$ cat src/rtl/debug_pkg.sv
// Shared definitions for the debug display path: select-code width, the
// select-code enum decoded by the seven-segment mux, and the select update rule.
package debug_pkg;

    localparam int SEL_W = 4;

    typedef enum logic [SEL_W-1:0] {
        SEL_INSTR      = 4'd0,
        SEL_RD1        = 4'd1,
        SEL_RD2        = 4'd2,
        SEL_IMMEXT     = 4'd3,
        SEL_ALU_SRC    = 4'd4,
        SEL_ALU_OUT    = 4'd5,
        SEL_DMEM_OUT   = 4'd6,
        SEL_PCPLUS4    = 4'd7,
        SEL_RESULT     = 4'd8,
        SEL_RD2_OUT    = 4'd9,
        SEL_RESULT_OUT = 4'd10,
        SEL_WDMUX_OUT  = 4'd11,
        SEL_PCNEXT     = 4'd12,
        SEL_PC         = 4'd13,
        SEL_PCTARGET   = 4'd14,
        SEL_CONTROL    = 4'd15
    } sel_e;

    // Up/down step through the select codes with natural 4-bit wrap; opposing
    // requests in the same cycle cancel.
    function automatic sel_e sel_update(input sel_e cur, input logic up, input logic down);
        logic [SEL_W-1:0] code;
        code = cur;
        case ({up, down})
            2'b10:   code = code + SEL_W'(1);
            2'b01:   code = code - SEL_W'(1);
            default: code = code;
        endcase
        return sel_e'(code);
    endfunction

endpackage

$ cat src/rtl/key_debouncer.sv
// One push-button: 2-flop synchronizer, stability counter, accepted level and
// a one-cycle press pulse on each accepted release->press transition.
module key_debouncer #(
    parameter int DEBOUNCE_CYCLES = 500000
) (
    input  logic clk,
    input  logic reset,
    input  logic key_n,
    output logic press
);

    localparam int              CNT_W    = $clog2(DEBOUNCE_CYCLES);
    localparam logic [CNT_W-1:0] CNT_LAST = CNT_W'(DEBOUNCE_CYCLES - 1);

    logic             sync1_q, sync1_d;
    logic             sync2_q, sync2_d;
    logic             stable_q, stable_d;
    logic             stable_dly_q, stable_dly_d;
    logic             press_q, press_d;
    logic [CNT_W-1:0] cnt_q, cnt_d;

    // NOTE: every signal gets a default before the conditional logic so no
    // path leaves it unassigned, which would otherwise infer a latch.
    always_comb begin
        sync1_d      = key_n;
        sync2_d      = sync1_q;
        stable_d     = stable_q;
        cnt_d        = '0;
        stable_dly_d = stable_q;
        press_d      = stable_dly_q & ~stable_q;
        if (sync2_q != stable_q) begin
            if (cnt_q == CNT_LAST) begin
                stable_d = sync2_q;
            end else begin
                cnt_d = cnt_q + CNT_W'(1);
            end
        end
    end

    // NOTE: state registers use non-blocking assignments so every flop samples
    // the pre-edge values of the others, independent of statement order.
    always_ff @(posedge clk or posedge reset) begin
        if (reset) begin
            sync1_q      <= 1'b1;
            sync2_q      <= 1'b1;
            stable_q     <= 1'b1;
            stable_dly_q <= 1'b1;
            press_q      <= 1'b0;
            cnt_q        <= '0;
        end else begin
            sync1_q      <= sync1_d;
            sync2_q      <= sync2_d;
            stable_q     <= stable_d;
            stable_dly_q <= stable_dly_d;
            press_q      <= press_d;
            cnt_q        <= cnt_d;
        end
    end

    assign press = press_q;

endmodule

$ cat src/rtl/debug_input_ctrl.sv
// Debug input controller: debounced select keys drive the display-select code;
// run switch and step key produce the core clock-enable and an executed-cycle count.
module debug_input_ctrl
    import debug_pkg::*;
#(
    parameter int DEBOUNCE_CYCLES = 500000
) (
    input  logic             clk,
    input  logic             reset,
    input  logic             key_next_n,
    input  logic             key_prev_n,
    input  logic             key_step_n,
    input  logic             sw_run,
    output logic [SEL_W-1:0] selm,
    output logic             cpu_en,
    output logic [31:0]      step_count
);

    logic next_press, prev_press, step_press;

    key_debouncer #(.DEBOUNCE_CYCLES(DEBOUNCE_CYCLES)) u_next (
        .clk   (clk),
        .reset (reset),
        .key_n (key_next_n),
        .press (next_press)
    );

    key_debouncer #(.DEBOUNCE_CYCLES(DEBOUNCE_CYCLES)) u_prev (
        .clk   (clk),
        .reset (reset),
        .key_n (key_prev_n),
        .press (prev_press)
    );

    key_debouncer #(.DEBOUNCE_CYCLES(DEBOUNCE_CYCLES)) u_step (
        .clk   (clk),
        .reset (reset),
        .key_n (key_step_n),
        .press (step_press)
    );

    sel_e        selm_q, selm_d;
    logic        run_meta_q, run_meta_d;
    logic        run_sync_q, run_sync_d;
    logic        cpu_en_q, cpu_en_d;
    logic [31:0] step_count_q, step_count_d;

    // Step presses during free-run are dropped rather than remembered.
    always_comb begin
        selm_d       = sel_update(selm_q, next_press, prev_press);
        run_meta_d   = sw_run;
        run_sync_d   = run_meta_q;
        cpu_en_d     = run_sync_q | (step_press & ~run_sync_q);
        step_count_d = step_count_q;
        if (cpu_en_q) begin
            step_count_d = step_count_q + 32'd1;
        end
    end

    always_ff @(posedge clk or posedge reset) begin
        if (reset) begin
            selm_q       <= SEL_INSTR;
            run_meta_q   <= 1'b0;
            run_sync_q   <= 1'b0;
            cpu_en_q     <= 1'b0;
            step_count_q <= '0;
        end else begin
            selm_q       <= selm_d;
            run_meta_q   <= run_meta_d;
            run_sync_q   <= run_sync_d;
            cpu_en_q     <= cpu_en_d;
            step_count_q <= step_count_d;
        end
    end

    assign selm       = selm_q;
    assign cpu_en     = cpu_en_q;
    assign step_count = step_count_q;

endmodule
$ cat config.mk
export PLATFORM = sky130hd
export DESIGN_NAME = debug_input_ctrl
export DESIGN_NICKNAME = d
export VERILOG_FILES = /design/src/rtl/debug_pkg.sv /design/src/rtl/key_debouncer.sv /design/src/rtl/debug_input_ctrl.sv
export SDC_FILE = /design/constraint.sdc
export NUM_CORES = 1
export LEC_CHECK = 0
export BUFFER_PORTS_ARGS = -buffer_cell sky130_fd_sc_hd__buf_2
export CAP_MARGIN = 10
export CORE_MARGIN = 2
export CORE_UTILIZATION = 45
export CTS_CLUSTER_DIAMETER = 30
export CTS_CLUSTER_SIZE = 12
export DETAILED_ROUTE_END_ITERATION = 6
export PLACE_DENSITY = 0.74
export RECOVER_POWER = 50
export SLEW_MARGIN = 25
export SYNTH_ARGS = -nofsm -noshare
export SYNTH_HDL_FRONTEND = slang
export SYNTH_SLANG_ARGS = --single-unit
$ cat constraint.sdc
create_clock -name clk -period 6.13 [get_ports clk]
set_input_delay 0.3065 -clock clk [delete_from_list [all_inputs] [get_ports clk]]
set_output_delay 0.3065 -clock clk [all_outputs]
set_load 0.03 [all_outputs]
==> results of run 1 <==
-- power breakdown --
part | internal, W | switching, W
Combinational | 0.0000373 | 0.0000959
Sequential | 0.000763 | 0.0000382
Clock | 0.000331 | 0.000267
-- layout make-up --
class / count / share of cell area [%]
clock buffers: 10 / 4.17
clock inverters: 6 / 1.18
inverters: 16 / 1.07
multi-input cells: 344 / 38.7
flip-flops and latches: 111 / 48.7
well taps: 140 / 3.05
repair buffers: 44 / 3.14
-- metal layers --
metal / track usage, % / vias to the layer above / wire length (µm)
met1: 20.1 / 1785 / 4280
met3: 5.49 / 15 / 476
met5: 0 / - / 0
met4: 5.33 / 0 / 158
li1: - / 1771 / -
met2: 26.9 / 88 / 4630
-- flip-flops by register name, indices dropped and copies added (netlist names), 4 cells and up --
| name | cells |
|---|---|
| u_prev.cnt_q | 19 |
| u_next.cnt_q | 19 |
| step_count | 32 |
| selm | 4 |
| u_step.cnt_q | 19 |
-- cells by family (layout without fill, tap and decap cells) --
family,count (synthesis),count (layout)
AO/OA/AOI/OAI,28,28
XOR/XNOR,76,76
adder cells (fa/ha/maj),8,8
buffers and inverters,23,76
flip-flops,111,111
multiplexers,6,6
AND/OR/NAND/NOR,226,226
-- stage by stage --
stage / setup slack [ns] / hold slack, ns / utilization (%)
after floorplan: 2.91 / 0.311 / -
after global placement: 3.97 / 0.346 / 50.0
after detailed placement: 3.95 / 0.339 / 50.1
after CTS: 3.94 / 0.0395 / 52.9
after global routing: 3.46 / 0.0351 / 52.4
final: 3.95 / 0.0516 / 52.4
-- path summary, 6_finish.rpt --
path                                    endpoint
worst max-delay path            u_step.cnt_q[10]
worst min-delay path              u_next.sync1_q
worst max register to register  u_step.cnt_q[10]
worst min register to register    u_prev.sync2_q
max in group asynchronous         step_count[27]
min in group asynchronous       u_next.cnt_q[12]
-- placed cells by master, fill, tap and decap left out, types with 7 or more instances in the layout --
cell type / count
sky130_fd_sc_hd__xnor2_1: 52
sky130_fd_sc_hd__nand4_1: 30
sky130_fd_sc_hd__clkbuf_16: 9
sky130_fd_sc_hd__nand2_1: 30
sky130_fd_sc_hd__ha_1: 7
sky130_fd_sc_hd__nor3_1: 13
sky130_fd_sc_hd__o21ai_0: 7
sky130_fd_sc_hd__dfstp_2: 9
sky130_fd_sc_hd__nor4_1: 14
sky130_fd_sc_hd__a21oi_1: 11
sky130_fd_sc_hd__nand3_1: 27
sky130_fd_sc_hd__clkbuf_1: 36
sky130_fd_sc_hd__and3_1: 9
sky130_fd_sc_hd__nor2_1: 61
sky130_fd_sc_hd__and4_1: 9
sky130_fd_sc_hd__inv_1: 15
sky130_fd_sc_hd__xor2_1: 24
sky130_fd_sc_hd__dfrtp_1: 99
-- cell usage after synthesis, types with 5 or more instances --
cell	instances
sky130_fd_sc_hd__dfrtp_1	99
sky130_fd_sc_hd__nor2_1	61
sky130_fd_sc_hd__xnor2_1	52
sky130_fd_sc_hd__nand2_1	30
sky130_fd_sc_hd__nand4_1	30
sky130_fd_sc_hd__nand3_1	27
sky130_fd_sc_hd__xor2_1	24
sky130_fd_sc_hd__inv_1	16
sky130_fd_sc_hd__nor4_1	14
sky130_fd_sc_hd__nor3_1	13
sky130_fd_sc_hd__dfstp_2	12
sky130_fd_sc_hd__a21oi_1	11
sky130_fd_sc_hd__and3_1	9
sky130_fd_sc_hd__and4_1	9
sky130_fd_sc_hd__ha_1	7
sky130_fd_sc_hd__o21ai_0	7
sky130_fd_sc_hd__or3_1	6
sky130_fd_sc_hd__clkbuf_1	5
-- worst max-delay path, cell delays in order, from the launching register on --
cell and delay, ns:
sky130_fd_sc_hd__dfrtp_1 0.44, sky130_fd_sc_hd__or4_1 0.52, sky130_fd_sc_hd__or4_4 0.57, sky130_fd_sc_hd__o21ai_4 0.41, sky130_fd_sc_hd__nor2_1 0.11
==> results.toml, run 1 <==
[run_status]
status = "finished with violations"
failed_checks = "capacitance limit, slew limit"

[pwr]
vdd.ir_drop.worst_v = 0.000204
power.density_cell_area_mw_per_mm2 = 267
total_leakage_power_nw = 2.36
p_total_w = 0.00153

[worst_setup_path]
worstPathArrival_ns = 2.39
path_class = "reg2reg"
worst_setup_path_start_kind = "flop"
worst-r2r-setup-slack_ns = 3.95
crit_path_start = "u_step.cnt_q[10]"
worst_ep_required_time_ns = 6.35
worstSetupEndpointType = "flop"
ff2ff_path_depth = 4
worstPathMaxFanout = 18
reg2reg_from = "u_step.cnt_q[10]"

[clocking]
cts.root.buffer_cell = "sky130_fd_sc_hd__clkbuf_16"
clk_latency_ns = 0.35
holdBufCountCts = 0
postCtsSetupRepairBufs = 0
tritoncts_clock_tree = "built"
clkSlewWorstSetupHoldPaths_ns = 0.07
clock_sinks = 111
post_cts_resize_count = 0
numCtsBuffers = 9
max_clock_buf_depth = 2
cts.htree.levels = 3

[cells_and_area]
multi_input_area_mm2 = 0.00222
post_layout_nonfiller_instances = 671
design.final.nets = 540
final_design_area_no_fill_mm2 = 0.00574
fill_cells = 978
antenna_cells = 0
sequential_cell_area_mm2 = 0.00279
final_layout_size_suffix_gt1_share_pct = 9.42
flow.area_growth_from_synthesis_pct = 12.5

[place]
placed_instance_count = 655
io_buffer_count = 42
place.detailed.hpwl_um = 6500
dpl_cell_area_mm2 = 0.00548
gpl.final_weighted_congestion = 0.791

[yosys]
post_synth_inst_count = 478
yosys_register_bits = 111
synth_top_cells_by_area = "sky130_fd_sc_hd__dfrtp_1, sky130_fd_sc_hd__xnor2_1, sky130_fd_sc_hd__dfstp_2, sky130_fd_sc_hd__nor2_1, sky130_fd_sc_hd__xor2_1"
cell_area_synth_mm2 = 0.00510
synth_compound_area_share_pct = 3.43
netlist.top_cell.by_area = "sky130_fd_sc_hd__dfrtp_1"
ys_dominant_reg_cell = "sky130_fd_sc_hd__dfrtp_1"
synth_cell_types = 43
avgSynthCellArea_um2 = 10.7
postSynthNetCount = 492
synth_enable_flop_cells = 0
netlist.area_leader.share_pct = 48.6
adder_cell_share_of_the_synthesized_area_pct = 2.11
synth_top_family_by_area = "simple AND/OR/NAND/NOR gates"
ys.warnings.count = 0
asyncSetResetFlopFracSynth_pct = 100
synth.mux.area_fraction_pct = 1.28
share_of_the_synthesized_netlist_area_taken_by_xor_and_xnor_gates_pct = 13.1
synth_simple_gate_area_share_pct = 23.5
proportion_of_synthesized_chip_area_in_sequential_cells_pct = 54.8

[timing]
worst_slew_margin_rel_pct = -67.4
summed_negative_setup_slack_over_all_endpoints_ns = 0
hold_viol = 0
layout_min_cycle_time_ns = 2.18
rsz0062_at_grt = "false"
max_freq_mhz = 459
timing.final.crit_share_pct = 35.5
timing_worst_slew_pin_value_ns = 2.50
timing.clock.skew_ns = 0.00833
maxSlewViolCount = 59
finalSetupViolations = 0

[job]
drv_cap = 1

[floorplan]
die_h_um = 110
floorplan.io_pins = 43
die_x_um = 110
core_area_mm2 = 0.0109
row_count = 38
fp.dieArea_mm2 = 0.0122
floorplan.initialDensity_pct = 46.6

[global_route]
grt_antenna_before_repair = 0
grt_max_degree = 59
grt_overflow = 0
number_of_global_route_vias_before_repair = 3622
globalRouteTotalUtil_pct = 16.3
grt_pass1_wl_um = 16800

[drt]
total_via_count_after_detailed_routing = 3659
number_of_nets_with_antenna_violations_after_detailed_routing = 0
detail_route.vias_per_cell = 5.45
drt_first_iter_violations = 223
remaining_drc_errors = 0
detail_route.wirelength_um = 9540
drt-wirelength-per-cell_um = 14.2
drt-pass1-iter-count = 4

[hold_path]
hold_path_startpoint = "key_next_n"
whs_path_depth = 1
min_path_type = "in2reg"
Note: power is estimated with default switching activity, not from simulation.
==> inputs of run 2 (changes only) <==
clock period = 2.25 ns   (was 6.13 ns; I/O delays follow)
==> run 2 against run 1 <==
Sequential share of layout area shrank 0.93 points. Hold slack gained 0.31 ns. Critical endpoint is now u_step.cnt_q[12]. Highest routed layer unchanged. Largest power group unchanged. Combinational power grew to 2.9 times the previous value. Final cell count grew 1.9%. The flow now finishes without violations.
==> results.toml, run 2 (same netlist as run 1, synthesis figures left out) <==
[cells_and_area]
antenna_cells = 0
largest_register_ffs = 32
final_layout_size_suffix_gt1_share_pct = 9.74
fill_cells = 961
design.final.nets = 553
finish.utilization_pct = 53.5
flow.area_growth_from_synthesis_pct = 14.6
most-common-layout-cells = "sky130_fd_sc_hd__dfrtp_1, sky130_fd_sc_hd__nor2_1, sky130_fd_sc_hd__xnor2_1, sky130_fd_sc_hd__clkbuf_1"
final_common_cell = "sky130_fd_sc_hd__dfrtp_1"

[run_status]
status = "complete, no violations"

[worst_setup_path]
worst_setup_path_start_kind = "flop"
reg2reg_from = "u_step.cnt_q[14]"
timing.critical_path.slowest_cell_delay_ns = 0.57
crit_path_cell_trace = "or4_1, or4_4, o21ai_4, buf_12, nor2_1"
path_class = "reg2reg"
worstPathMaxFanout = 13
cpMaxStageDelayCell = "sky130_fd_sc_hd__or4_1"
timing.rr.end = "u_step.cnt_q[12]"
worstSetupEndpointType = "flop"
worst_ep_required_time_ns = 2.48
worstPathArrival_ns = 2.37
worstSetupEndpoint = "u_step.cnt_q[12]"
worst-r2r-setup-slack_ns = 0.11
crit_path_start = "u_step.cnt_q[14]"
ff2ff_path_depth = 5

[clocking]
clock_sinks = 111
cts.root.buffer_cell = "sky130_fd_sc_hd__clkbuf_16"
clk_latency_ns = 0.35
holdBufCountCts = 5
tritoncts_clock_tree = "built"
post_cts_resize_count = 0
postCtsSetupRepairBufs = 0
numCtsBuffers = 9
cts.htree.levels = 3
clkSlewWorstSetupHoldPaths_ns = 0.07
max_clock_buf_depth = 2

[drt]
total_via_count_after_detailed_routing = 3683
drt-pass1-iter-count = 5
number_of_nets_with_antenna_violations_after_detailed_routing = 0
drt-wirelength-per-cell_um = 13.9
dr_wl_met3_um = 300
wl_met1_um = 4460
detail_route.wirelength_um = 9540
drt_first_iter_violations = 298
dr.max_layer_used = "met4"
route.met2.wl_um = 4680
remaining_drc_errors = 0
detail_route.vias_per_cell = 5.38

[timing]
summed_negative_setup_slack_over_all_endpoints_ns = 0
finalSetupViolations = 0
timing.clock.skew_ns = 0.00787
maxSlewViolCount = 0
worst_slew_margin_rel_pct = 9.27
timing.final.crit_share_pct = 95.2
hold_viol = 0
timing_worst_slew_pin_value_ns = 1.35
rsz0062_at_grt = "false"
layout_min_cycle_time_ns = 2.14
max_freq_mhz = 467

[place]
io_buffer_count = 42
gpl.final_weighted_congestion = 0.891
place.detailed.hpwl_um = 6880

[global_route]
number_of_global_route_vias_before_repair = 3693
globalRouteTotalUtil_pct = 16.9
grt_antenna_before_repair = 0
grt_max_degree = 59
grt_pass1_wl_um = 17300
grt_overflow = 0

[pwr]
power.density_cell_area_mw_per_mm2 = 702
vdd.ir_drop.worst_v = 0.000555
total_leakage_power_nw = 2.41

[floorplan]
die_h_um = 110
fp.dieArea_mm2 = 0.0122
floorplan.initialDensity_pct = 46.6
die_x_um = 110
floorplan.io_pins = 43
row_count = 38
core_area_mm2 = 0.0109

[job]
drv_cap = 0

[hold_path]
min_path_type = "reg2reg"
-- run 2: cell count changes in the layout (fill, tap and decap cells not counted), sizes merged --
cell,previous run,this run
buf,8,13
bufinv,1,0
clkbuf,46,52
clkinv,2,1
dlygate4sd3,0,5
inv,17,16
-- run 2: metrics by stage --
| step | hold WS, ns | power [W] | setup WS (ns) | cell area [µm²] | std cells |
|---|---|---|---|---|---|
| after floorplan | 0.117 | 0.00247 | 0.250 | 5100 | 478 |
| after detailed placement | 0.223 | 0.00263 | 0.113 | 5550 | 663 |
| after global placement | 0.220 | 0.00260 | 0.188 | 5550 | 663 |
| final | 0.357 | 0.00411 | 0.109 | 5850 | 684 |
| after CTS | 0.358 | 0.00418 | 0.118 | 5900 | 684 |
| after global routing | 0.355 | 0.00431 | 0.0557 | 5850 | 684 |
-- run 2: layer usage --
layer | global-route usage (%) | up-vias
li1 | - | 1800
met1 | 22.2 | 1810
met2 | 27.8 | 65
met3 | 3.40 | 8
met4 | 5.92 | 0
met5 | 0 | -
-- run 2: how the worst min path moves through the flow --
stage | from | to | slack, ns | cells past startpoint
finish | run_meta_q | run_sync_q | 0.36 | 0
global route | u_prev.sync1_q | u_prev.sync2_q | 0.35 | 0
CTS | u_prev.sync1_q | u_prev.sync2_q | 0.36 | 0
detailed placement | key_next_n | u_next.sync1_q | 0.22 | 1
global placement | key_step_n | u_step.sync1_q | 0.22 | 1
floorplan | key_next_n | u_next.sync1_q | 0.12 | 0
-- run 2: final cells by class --
class,count,area (µm²),area share (%)
inverters,16,61.3,1.05
flip-flops and latches,111,2790,47.8
repair buffers,57,310,5.31
multi-input cells,344,2210,37.8
clock inverters,3,25.0,0.428
clock buffers,13,270,4.62
well taps,140,175,3.00
-- run 2: worst max-delay path: cells and delay by family, from the launching register on --
family	cells	cell delay, ns
compound gates	1	0.24
buf+inv	1	0.17
flops	1	0.43
simple gates	3	1.19
-- run 2: power breakdown --
group / leakage [nW] / switching [W] / internal, W
clock: 0.142 / 0.000685 / 0.000848
sequential: 1.48 / 0.000105 / 0.00208
combinational: 0.785 / 0.000273 / 0.000119
total: 2.41 / 0.00106 / 0.00305
==> inputs of run 3 (changes only) <==
CTS_BUF_LIST = sky130_fd_sc_hd__clkbuf_8   (was not set)
==> run 3 against run 2 <==
First-iteration DRC count increased by 1.7%. Clock power shrank 25%. Global-route usage grew 0.059 points. Hold slack is essentially flat. Clock skew rose by 0.0025 ns. Highest routed layer unchanged. Final cell count did not move.
==> results.toml, run 3 (same netlist as run 1, synthesis figures left out) <==
[run_status]
status = "complete, no violations"

[worst_setup_path]
worst_ep_required_time_ns = 2.51
worst_setup_path_start_kind = "flop"
worstSetupEndpointType = "flop"
crit_path_cell_trace = "or4_1, or4_4, o21ai_4, buf_12, nor2_1"
ff2ff_path_depth = 5
timing.rr.end = "u_step.cnt_q[12]"
worstSetupEndpoint = "u_step.cnt_q[12]"
worstPathArrival_ns = 2.39
reg2reg_from = "u_step.cnt_q[14]"
worstPathMaxFanout = 13
timing.critical_path.slowest_cell_delay_ns = 0.57
worst-r2r-setup-slack_ns = 0.12
cpMaxStageDelayCell = "sky130_fd_sc_hd__or4_4"
path_class = "reg2reg"
crit_path_start = "u_step.cnt_q[14]"

[drt]
drt-wirelength-per-cell_um = 13.9
number_of_nets_with_antenna_violations_after_detailed_routing = 0
detail_route.wirelength_um = 9530
total_via_count_after_detailed_routing = 3711
detail_route.vias_per_cell = 5.43
drt_first_iter_violations = 303
drt-pass1-iter-count = 4
remaining_drc_errors = 0

[timing]
summed_negative_setup_slack_over_all_endpoints_ns = 0
rsz0062_at_grt = "false"
layout_min_cycle_time_ns = 2.13
max_freq_mhz = 470
timing.final.crit_share_pct = 94.6
hold-worst-slack_ns = 0.357
hold_viol = 0
maxSlewViolCount = 0
timing.clock.skew_ns = 0.0104
timing_worst_slew_pin_value_ns = 1.35
finalSetupViolations = 0
worst_slew_margin_rel_pct = 9.43

[cells_and_area]
flow.area_growth_from_synthesis_pct = 12.8
final_layout_size_suffix_gt1_share_pct = 10.5
design.final.nets = 553
post_layout_nonfiller_instances = 684
largest_register_ffs = 32
most-common-layout-cells = "sky130_fd_sc_hd__dfrtp_1, sky130_fd_sc_hd__nor2_1, sky130_fd_sc_hd__xnor2_1, sky130_fd_sc_hd__clkbuf_1"
antenna_cells = 0
final_design_area_no_fill_mm2 = 0.00575
finish.utilization_pct = 52.6
final_common_cell = "sky130_fd_sc_hd__dfrtp_1"

[floorplan]
floorplan.io_pins = 43
row_count = 38
core_area_mm2 = 0.0109
fp.dieArea_mm2 = 0.0122
die_x_um = 110
die_h_um = 110
floorplan.initialDensity_pct = 46.6

[clocking]
clock_sinks = 111
max_clock_buf_depth = 2
holdBufCountCts = 5
tritoncts_clock_tree = "built"
cts.root.buffer_cell = "sky130_fd_sc_hd__clkbuf_8"
clkSlewWorstSetupHoldPaths_ns = 0.09
clk_latency_ns = 0.38
cts.htree.levels = 3
postCtsSetupRepairBufs = 0
post_cts_resize_count = 0
numCtsBuffers = 9

[job]
drv_cap = 0

[place]
gpl.final_weighted_congestion = 0.891
io_buffer_count = 42
dpl_cell_area_mm2 = 0.00555
place.detailed.hpwl_um = 6880
placed_instance_count = 663

[pwr]
p_int_w = 0.00269
switching_share_pct = 27.5
combinationalPowerShare_pct = 10.6
total_leakage_power_nw = 2.38
power_frac_seq_pct = 58.7
power.share.clock_pct = 30.7
switching_power_total_w = 0.00102
power.density_cell_area_mw_per_mm2 = 646
vdd.ir_drop.worst_v = 0.000557

[global_route]
grt_pass1_wl_um = 17200
grt_max_degree = 59
grt_overflow = 0
globalRouteTotalUtil_pct = 16.9
number_of_global_route_vias_before_repair = 3668
grt_antenna_before_repair = 0

[hold_path]
min_path_type = "reg2reg"
## run 3: changes by cell type in the layout (fill, tap and decap cells not counted)
cell | previous run | this run
sky130_fd_sc_hd__and2_0 | 2 | 1
sky130_fd_sc_hd__and2_1 | 1 | 2
sky130_fd_sc_hd__buf_2 | 4 | 8
sky130_fd_sc_hd__clkbuf_1 | 39 | 34
sky130_fd_sc_hd__clkbuf_16 | 9 | 0
sky130_fd_sc_hd__clkbuf_8 | 3 | 12
sky130_fd_sc_hd__inv_1 | 15 | 16
## run 3: layout make-up
type / count / area, µm²
clock buffers: 12 / 165
clock inverters: 4 / 28.8
fillers: 975 / 5180
inverters: 16 / 61.3
multi-input cells: 344 / 2210
flip-flops and latches: 111 / 2790
well taps: 140 / 175
repair buffers: 57 / 315
## run 3: how the worst min path moves through the flow
stage / start / end / slack [ns] / cells past startpoint
6_report: u_prev.sync1_q / u_prev.sync2_q / 0.36 / 0
5_1_grt: u_prev.sync1_q / u_prev.sync2_q / 0.36 / 0
4_1_cts: u_prev.sync1_q / u_prev.sync2_q / 0.36 / 0
3_5_place_dp: key_next_n / u_next.sync1_q / 0.22 / 1
3_3_place_gp: key_step_n / u_step.sync1_q / 0.22 / 1
2_1_floorplan: key_next_n / u_next.sync1_q / 0.12 / 0
## run 3: power by group through the flow
stage / Sequential, W / Combinational [W] / Clock, W
detailed placement: 0.00222 / 0.000409 / 0
floorplan: 0.00231 / 0.000163 / 0
global placement: 0.00221 / 0.000390 / 0
CTS: 0.00218 / 0.000418 / 0.00119
global route: 0.00220 / 0.000436 / 0.00128
finish: 0.00218 / 0.000395 / 0.00114
## run 3: per-layer routing
layer  up-vias  track usage, %  part of all wire (%)
met3        17            3.57                   3.5
met4         0            6.17                   1.8
li1       1795               -                     -
met5         -               0                     0
met2        72            27.5                    48
met1      1827            22.4                    47
## run 3: stage by stage
step,power [W],setup WS [ns]
finish,0.00372,0.122
global route,0.00392,0.0511
CTS,0.00379,0.115
detailed placement,0.00263,0.113
global placement,0.00260,0.188
floorplan,0.00247,0.250
## run 3: worst max-delay path, delay by kind of cell, from the launching register on
kind | cells | cell delay [ns]
compound gates | 1 | 0.23
buf+inv | 1 | 0.17
flops | 1 | 0.44
simple gates | 3 | 1.18
